`src/rtl/cpu_pkg.sv`:
```
// Shared types and constants for the microcoded CPU controller.
package cpu_pkg;

  localparam int NUM_STEPS = 5;
  localparam int STEP_W    = 3;

  localparam logic [STEP_W-1:0] T0 = 3'd0;
  localparam logic [STEP_W-1:0] T1 = 3'd1;
  localparam logic [STEP_W-1:0] T2 = 3'd2;
  localparam logic [STEP_W-1:0] T3 = 3'd3;
  localparam logic [STEP_W-1:0] T4 = 3'd4;

  typedef enum logic [3:0] {
    OP_NOP = 4'h0,
    OP_LDA = 4'h1,
    OP_ADD = 4'h2,
    OP_SUB = 4'h3,
    OP_STA = 4'h4,
    OP_LDI = 4'h5,
    OP_JMP = 4'h6,
    OP_JC  = 4'h7,
    OP_JZ  = 4'h8,
    OP_OUT = 4'he,
    OP_HLT = 4'hf
  } opcode_e;

  typedef struct packed {
    logic halt;
    logic mi;
    logic ri;
    logic ro;
    logic ii;
    logic io;
    logic ai;
    logic ao;
    logic so;
    logic subtract;
    logic bi;
    logic oi;
    logic ce;
    logic co;
    logic j;
    logic flags_in;
  } ctrl_word_t;

endpackage

```
`src/rtl/microcode_rom.sv`:
```
// Combinational microcode decode: (T-state, opcode, flags) -> control word.
module microcode_rom
  import cpu_pkg::*;
(
  input  logic [STEP_W-1:0] i_step,
  input  logic [3:0]        i_opcode,
  input  logic              i_carry,
  input  logic              i_zero,
  output ctrl_word_t        o_ctrl
);

  always_comb begin
    o_ctrl = '0;
    case (i_step)
      T0: begin
        o_ctrl.co = 1'b1;
        o_ctrl.mi = 1'b1;
      end
      T1: begin
        o_ctrl.ro = 1'b1;
        o_ctrl.ii = 1'b1;
        o_ctrl.ce = 1'b1;
      end
      default: begin
        // Opcode is only meaningful once IR has loaded at the end of T1.
        case (opcode_e'(i_opcode))
          OP_LDA, OP_ADD, OP_SUB, OP_STA: begin
            if (i_step == T2) begin
              o_ctrl.io = 1'b1;
              o_ctrl.mi = 1'b1;
            end else if (i_step == T3) begin
              o_ctrl.ro = (opcode_e'(i_opcode) != OP_STA);
              o_ctrl.ai = (opcode_e'(i_opcode) == OP_LDA);
              o_ctrl.bi = (opcode_e'(i_opcode) == OP_ADD) || (opcode_e'(i_opcode) == OP_SUB);
              o_ctrl.ao = (opcode_e'(i_opcode) == OP_STA);
              o_ctrl.ri = (opcode_e'(i_opcode) == OP_STA);
            end else if ((i_step == T4) &&
                         ((opcode_e'(i_opcode) == OP_ADD) || (opcode_e'(i_opcode) == OP_SUB))) begin
              o_ctrl.so       = 1'b1;
              o_ctrl.ai       = 1'b1;
              o_ctrl.flags_in = 1'b1;
              o_ctrl.subtract = (opcode_e'(i_opcode) == OP_SUB);
            end
          end
          OP_LDI: begin
            o_ctrl.io = (i_step == T2);
            o_ctrl.ai = (i_step == T2);
          end
          OP_JMP, OP_JC, OP_JZ: begin
            if ((i_step == T2) &&
                ((opcode_e'(i_opcode) == OP_JMP) ||
                 ((opcode_e'(i_opcode) == OP_JC) && i_carry) ||
                 ((opcode_e'(i_opcode) == OP_JZ) && i_zero))) begin
              o_ctrl.io = 1'b1;
              o_ctrl.j  = 1'b1;
            end
          end
          OP_OUT: begin
            o_ctrl.ao = (i_step == T2);
            o_ctrl.oi = (i_step == T2);
          end
          OP_HLT: o_ctrl.halt = (i_step == T2);
          default: o_ctrl = '0;
        endcase
      end
    endcase
  end

endmodule

```
`src/rtl/control_unit.sv`:
```
// Microcode sequencer: T-state counter, sticky halt and control-word gating.
// step | meaning
// 0    | T0 fetch: PC -> MAR
// 1    | T1 fetch: RAM -> IR, PC++
// 2-4  | T2..T4 execute, decoded from opcode; frozen at 2 once halted
module control_unit
  import cpu_pkg::*;
#(
  parameter int NUM_STEPS = cpu_pkg::NUM_STEPS
) (
  input  logic              i_clk,
  input  logic              i_rst,
  input  logic [3:0]        i_opcode,
  input  logic              i_carry,
  input  logic              i_zero,
  output logic              o_halt,
  output logic              o_mi,
  output logic              o_ri,
  output logic              o_ro,
  output logic              o_ii,
  output logic              o_io,
  output logic              o_ai,
  output logic              o_ao,
  output logic              o_so,
  output logic              o_subtract,
  output logic              o_bi,
  output logic              o_oi,
  output logic              o_ce,
  output logic              o_co,
  output logic              o_j,
  output logic              o_flags_in,
  output logic [STEP_W-1:0] o_step
);

  logic [STEP_W-1:0] r_step;
  logic              r_halted;
  ctrl_word_t        w_rom;
  ctrl_word_t        w_ctrl;

  microcode_rom u_rom (
    .i_step   (r_step),
    .i_opcode (i_opcode),
    .i_carry  (i_carry),
    .i_zero   (i_zero),
    .o_ctrl   (w_rom)
  );

  // The HLT edge does not advance the step, so a halted unit sits at T2.
  always_ff @(posedge i_clk) begin
    if (i_rst) begin
      r_step   <= '0;
      r_halted <= 1'b0;
    end else if (!r_halted) begin
      if (w_rom.halt)
        r_halted <= 1'b1;
      else if (r_step == STEP_W'(NUM_STEPS - 1))
        r_step <= '0;
      else
        r_step <= r_step + 1'b1;
    end
  end

  always_comb begin
    w_ctrl = '0;
    if (!i_rst) begin
      if (r_halted)
        w_ctrl.halt = 1'b1;
      else
        w_ctrl = w_rom;
    end
  end

  assign o_halt     = w_ctrl.halt;
  assign o_mi       = w_ctrl.mi;
  assign o_ri       = w_ctrl.ri;
  assign o_ro       = w_ctrl.ro;
  assign o_ii       = w_ctrl.ii;
  assign o_io       = w_ctrl.io;
  assign o_ai       = w_ctrl.ai;
  assign o_ao       = w_ctrl.ao;
  assign o_so       = w_ctrl.so;
  assign o_subtract = w_ctrl.subtract;
  assign o_bi       = w_ctrl.bi;
  assign o_oi       = w_ctrl.oi;
  assign o_ce       = w_ctrl.ce;
  assign o_co       = w_ctrl.co;
  assign o_j        = w_ctrl.j;
  assign o_flags_in = w_ctrl.flags_in;
  assign o_step     = r_step;

endmodule
```
`config.mk`:
```
export PLATFORM = sky130hd
export DESIGN_NAME = control_unit
export DESIGN_NICKNAME = d
export VERILOG_FILES = /design/src/rtl/cpu_pkg.sv /design/src/rtl/microcode_rom.sv /design/src/rtl/control_unit.sv
export SDC_FILE = /design/constraint.sdc
export NUM_CORES = 1
export LEC_CHECK = 0
export CAP_MARGIN = 0
export CORE_MARGIN = 4
export CORE_UTILIZATION = 30
export CTS_CLUSTER_DIAMETER = 100
export DETAILED_ROUTE_END_ITERATION = 6
export HOLD_SLACK_MARGIN = 0.15
export PLACE_DENSITY = 0.59
export SETUP_SLACK_MARGIN = 0.1
export SYNTH_ARGS = -nofsm -noshare
export SYNTH_HDL_FRONTEND = slang
export SYNTH_SLANG_ARGS = --single-unit
```
`constraint.sdc`:
```
create_clock -name i_clk -period 1.95 [get_ports i_clk]
set_input_delay 0.195 -clock i_clk [delete_from_list [all_inputs] [get_ports i_clk]]
set_output_delay 0.195 -clock i_clk [all_outputs]
set_load 0.02 [all_outputs]
```
# [After elaboration in Yosys (flattened, before gate mapping)]
# Index checks and enable logic that the tools add are counted.
[word_totals] in_bits=8 ff_bits=4 wordCells=68
[op_classes] bitwise_logic=2 mux=36 n_reduce_logical=12 eq_ne=15 add_sub_neg=1
[ops] op="$mux W1" n=19
[ops] op="$eq A4 B3 Y1 const B" n=4
[ops] op="$mux W16" n=1
[ops] op="$mux W15" n=1
[ops] op="$eq A4 B4 Y1 const B" n=3
[ops] op="$mux W2" n=5
[ops] op="$mux W3" n=3
[ops] op="$eq A4 B2 Y1 const B" n=2
[ops] op="$mux W7" n=1
[ops] op="$eq A3 B2 Y1 const B" n=2
[ops] op="$pmux W1 S2" n=3
[ops] op="$mux W5" n=1
[ops] op="$eq A4 B1 Y1 const B" n=1
[ops] op="$logic_and A1 B1 Y1" n=4
[ops] op="$ne A4 B3 Y1 const B" n=1
[ops] op="$pmux W2 S2" n=1
[ops] op="$reduce_or A4 Y1" n=1
[ops] op="$add A3 B1 Y3 const B" n=1
[ops] op="$eq A3 B1 Y1 const B" n=1
[ops] op="$eq A3 B3 Y1 const B" n=1
[ops] op="$logic_not A3 Y1" n=1
[ops] op="$logic_or A1 B1 Y1" n=3
[ops] op="$pmux W1 S3" n=1
[ops] op="$reduce_or A3 Y1" n=1
[ops] op="other kinds (3)" n=4

# [Logic depth before layout (Yosys ltp)]
[logic_depth] ltp_word=10 mapped_depth=6 ltp_nobuf=5

# [Hierarchy]
# A second synthesis with hierarchy kept.
[hier_totals] cells_unflattened=81 hier_area_um2=603.1
[by_module_without_submodules] module="control_unit" n_inst=1 area_per_inst_um2=335.3 cells_per_inst=38 seq_area_each_um2=80.1
[by_module_without_submodules] module="microcode_rom" n_inst=1 area_per_inst_um2=267.8 cells_per_inst=43 seq_area_each_um2=0.0

# [Worst setup path after synthesis]
# Ideal clock, no wire load.
[synth_path] path_kind="reg2out" startpoint="register r_step[2], in the netlist o_step[2]" endpoint="output o_so" slack_ns=-0.195 stages_incl_launch_ff=7 required_ns=1.755 arrival_ns=1.950 n_path_buf=2 path_cell_list="dfxtp_1 > clkbuf_1 > inv_1 > ha_1 > nand3b_1 > nor3_1 > buf_4"
[synth_via] elab_chain_cells=9 elab_cells_between_ends=14 cone_classes="4 x eq/ne; 7 x mux; 3 x reduce/logical"
[synth_rtl] element="start, declared" line="control_unit.sv:35" source="logic [STEP_W-1:0] r_step;"
[synth_rtl] element="start signal, assigned" line="control_unit.sv:59" source="r_step <= r_step + 1'b1;"
[synth_rtl] element="$eq A3 B3 Y1" line="microcode_rom.sv:37" source="end else if ((i_step == T4) &&"
[synth_rtl] element="$logic_and A1 B1 Y1" line="microcode_rom.sv:37"
[synth_rtl] element="$mux W2" line="microcode_rom.sv:37"
[synth_rtl] element="$mux W2" line="microcode_rom.sv:31" source="end else if (i_step == T3) begin"
[synth_rtl] element="$mux W5" line="microcode_rom.sv:28" source="if (i_step == T2) begin"
[synth_rtl] element="$mux W3" line="microcode_rom.sv:26" source="case (opcode_e'(i_opcode))"
[synth_rtl] element="$mux W7 *" line="microcode_rom.sv:14" source="case (i_step)"
[synth_rtl] element="$mux W15 *" line="control_unit.sv:66" source="if (r_halted)"
[synth_rtl] element="$mux W16 *" line="control_unit.sv:65" source="if (!i_rst) begin"
[synth_rtl] element="end, declared" line="control_unit.sv:24" source="output logic o_so,"
# Mark *: on every way between the ends. The rest lies on a longest branch, timed or not.

# [Worst setup path after layout]
[layout_path] startpoint="register r_step[0], in the netlist o_step[0]" endpoint="output o_ai"
[layout_via] elab_chain_cells=9 elab_cells_between_ends=14 cone_classes="4 x eq/ne; 7 x mux; 3 x reduce/logical"
[layout_rtl] element="$eq A3 B3 Y1" line="microcode_rom.sv:37"
[layout_rtl] element="$logic_and A1 B1 Y1" line="microcode_rom.sv:37"
[layout_rtl] element="$mux W1" line="microcode_rom.sv:37"
[layout_rtl] element="$mux W1" line="microcode_rom.sv:31"
[layout_rtl] element="$mux W5" line="microcode_rom.sv:28"
[layout_rtl] element="$pmux W1 S2" line="microcode_rom.sv:26"
[layout_rtl] element="$mux W7 *" line="microcode_rom.sv:14"
[layout_rtl] element="$mux W15 *" line="control_unit.sv:66"
[layout_rtl] element="$mux W16 *" line="control_unit.sv:65"
[layout_rtl] element="end, declared" line="control_unit.sv:22" source="output logic o_ai,"
# Marked as above.

==> flow_summary.toml <==
[logic_synthesis]
post-synth-top-area-cell = "dfxtp_1"
synth_nets = 91
ys.flop_type = "dfxtp_1"
synth_edf_count = 0
synth_top_area_share_pct = 14.3
ys_ff_latch = 4
yosysSeqAreaShare_pct = 14.3
syn_avg_cell_area_um2 = 7.17
synth-async-reset-ratio_pct = 0
syn_inst = 78
synthesis.area_um2 = 559
synthDistinctLibCells = 39
ys.warnings.count = 0
synth.area.top_cells = "dfxtp_1, ha_1, nor2_1, inv_1, nand2_1"

[timing]
slew_viol_final = 0
setup_violations = 0
fmax_mhz = 564
rsz0062_at_grt = "true"
setup_ws_ns = 0.177
maxSlewHeadroom_pct = 77.2
period_minus_slack_ns = 1.77
period_share_pct = 90.9
hold_violations = 0
tns_ns = 0
clock_skew_ns = 0.00129
worst_pin_slew_ns = 0.338

[power_and_ir_drop]
p_leak_nw = 0.442
ir_drop_uv = 335
power.density_nw_per_um2 = 429

[finish]
drive_gt1_share_pct = 41.0
register_area_um2 = 81.3
final_util_pct = 55.9
antenna_cells = 0
final_cell_area_um2 = 976
layout.nets = 137
syn_to_final_growth_pct = 74.5
fill_cells = 189
multiInputGateArea_um2 = 464

[placement]
place_area_um2 = 992
dp_slack_ns = -0.400
gp_congestion = 0.787
hpwl_um = 1390
port_buffers = 26

[setup_path]
arrival_ns = 1.58
required_ns = 1.75
start_kind = "flop"
critPathMaxFanout = 4
reg2reg_from = "o_step[0]$_SDFFE_PP0P_"
crit_top_cell = "ha_1"
slowest_stage = "dfxtp_2"
crit_buf_inv = 1
cpPeakStageDelay_ns = 0.33
critPathKind = "flop to primary output"
crit_path_start = "o_step[0]$_SDFFE_PP0P_"
cpLargestDelayFamily = "adder cells"
path_cells = "ha_1 > ha_1 > nand3b_1 > a2bb2oi_1 > o22ai_2 > buf_6"
worst_setup_path_end_kind = "primary output"

[drt]
num_vias = 694
ant_nets = 0
routed_wirelength_um = 1640
routedWlPerCell_um = 11.2
drc = 0
viasPerCell = 4.72
drt_iter0_drc = 1
dr.pass1.iters = 2

[grt]
grt_max_degree = 11
grtUsageTotal_pct = 13.5
grt_pass1_wl_um = 2770
antenna_found_initial = 0
grt_pass1_vias = 694
grt_overflow = 0

[cts]
root_buffer = "clkbuf_4"
cts_setup_buffers = 0
clk_pin_slew_ns = 0.03
postCtsHoldBufs = 0
cts_made_buffers = 3
clock_latency_ns = 0.23
htreeDepth = 1
cts_tree = "built"
clock_path_buffers = 2
clock_sinks = 4

[min_path]
holdCritStartpoint = "r_halted$_SDFF_PP0_"
min_path_type = "flop to flop"

[floorplan]
num_io_pins = 27
die_w_um = 51.2
die_y_um = 51.2
dieArea_um2 = 2620
coreArea_um2 = 1750
rows = 15
start_util_pct = 32.0

[flow_run]
drv_cap = 0

[run_status]
status = "complete, no violations"
what timing repair did:
item | 4_1_cts | 5_1_grt
endpoints found under the hold margin | 0 | 0
endpoints found under the setup margin | 16 | 8
gates resized for setup | 55 | 12
pin swaps | 1 | 3
routing by layer:
layer / global-route usage (%) / share of wire, % / up-vias / wire length [um]
met5: 0 / 0 / - / 0
met4: 6.73 / 0 / 0 / 0
met3: 1.75 / 7.5 / 0 / 123
met2: 25.5 / 48 / 21 / 797
met1: 14.4 / 44 / 304 / 722
li1: - / - / 369 / -
cell usage after synthesis, types with 2 or more instances:
master,instances
nand3_1,2
nor3_1,2
nand3b_1,2
nor2_1,12
o21a_1,2
o211ai_1,2
dfxtp_1,4
o22ai_1,2
ha_1,5
nand2_1,5
o21ai_0,3
buf_2,3
nor4b_1,2
inv_1,6
a21oi_1,2
where the power goes:
part	internal, mW	switching (mW)	total (mW)	leakage (nW)
registers	0.0908	0.00713	0.0979	0.0330
clock network	0.0684	0.0283	0.0967	0.0138
logic	0.111	0.113	0.224	0.396
total	0.270	0.149	0.419	0.442
path summary, 6_finish.rpt:
| kind | to | slack, ns | cells after the start |
|---|---|---|---|
| setup reg to reg | o_step[1]$_SDFFE_PP0P_ | 0.48 | 6 |
| setup / recovery | o_ai | 0.18 | 6 |
| hold / removal | o_step[2]$_SDFFE_PP0P_ | 0.49 | 2 |
| hold reg to reg | o_step[2]$_SDFFE_PP0P_ | 0.49 | 2 |
cell families (layout without fill, tap and decap cells):
group	after synthesis	after routing	synth area share [%]
AND/OR/NAND/NOR	39	39	41.8
AO/OA/AOI/OAI	18	18	23.3
buffers and inverters	12	56	9.39
adder cells (fa/ha/maj)	5	5	11.2
flip-flops	4	4	14.3
state kept, by name, summed over array words and instances (netlist names):
signal	count
r_halted	1
o_step	3
stage by stage:
step,total power [mW],cells,hold WS (ns)
global placement,0.332,144,0.481
global route,0.453,147,0.533
floorplan,0.215,78,0.264
finish,0.419,147,0.486
detailed placement,0.333,144,0.484
CTS,0.426,147,0.490
worst min-delay path, stage by stage, from the launching register on:
cell,delay [ns]
dfxtp_1,0.32
nand2_1,0.07
a21oi_1,0.05
cell type report:
| type | instances | share of cell area, % |
|---|---|---|
| Sequential cell | 4 | 8.33 |
| Timing Repair Buffer | 46 | 35.9 |
| Tap cell | 25 | 3.21 |
| Multi-Input combinational cell | 62 | 47.6 |
| Inverter | 7 | 2.69 |
| Clock buffer | 3 | 2.31 |
cell usage in the layout (no fill, tap or decap), types with 3 or more instances in the layout:
master / synthesis / layout
nor2_1: 12 / 12
nand2_1: 5 / 5
buf_4: 1 / 23
clkbuf_4: 0 / 3
dfxtp_1: 4 / 3
clkbuf_2: 0 / 4
o21ai_0: 3 / 3
clkdlybuf4s50_1: 0 / 6
inv_1: 6 / 6
buf_2: 3 / 5
ha_1: 5 / 4
dlygate4sd2_1: 0 / 7
(Power assumes the default switching activity.)
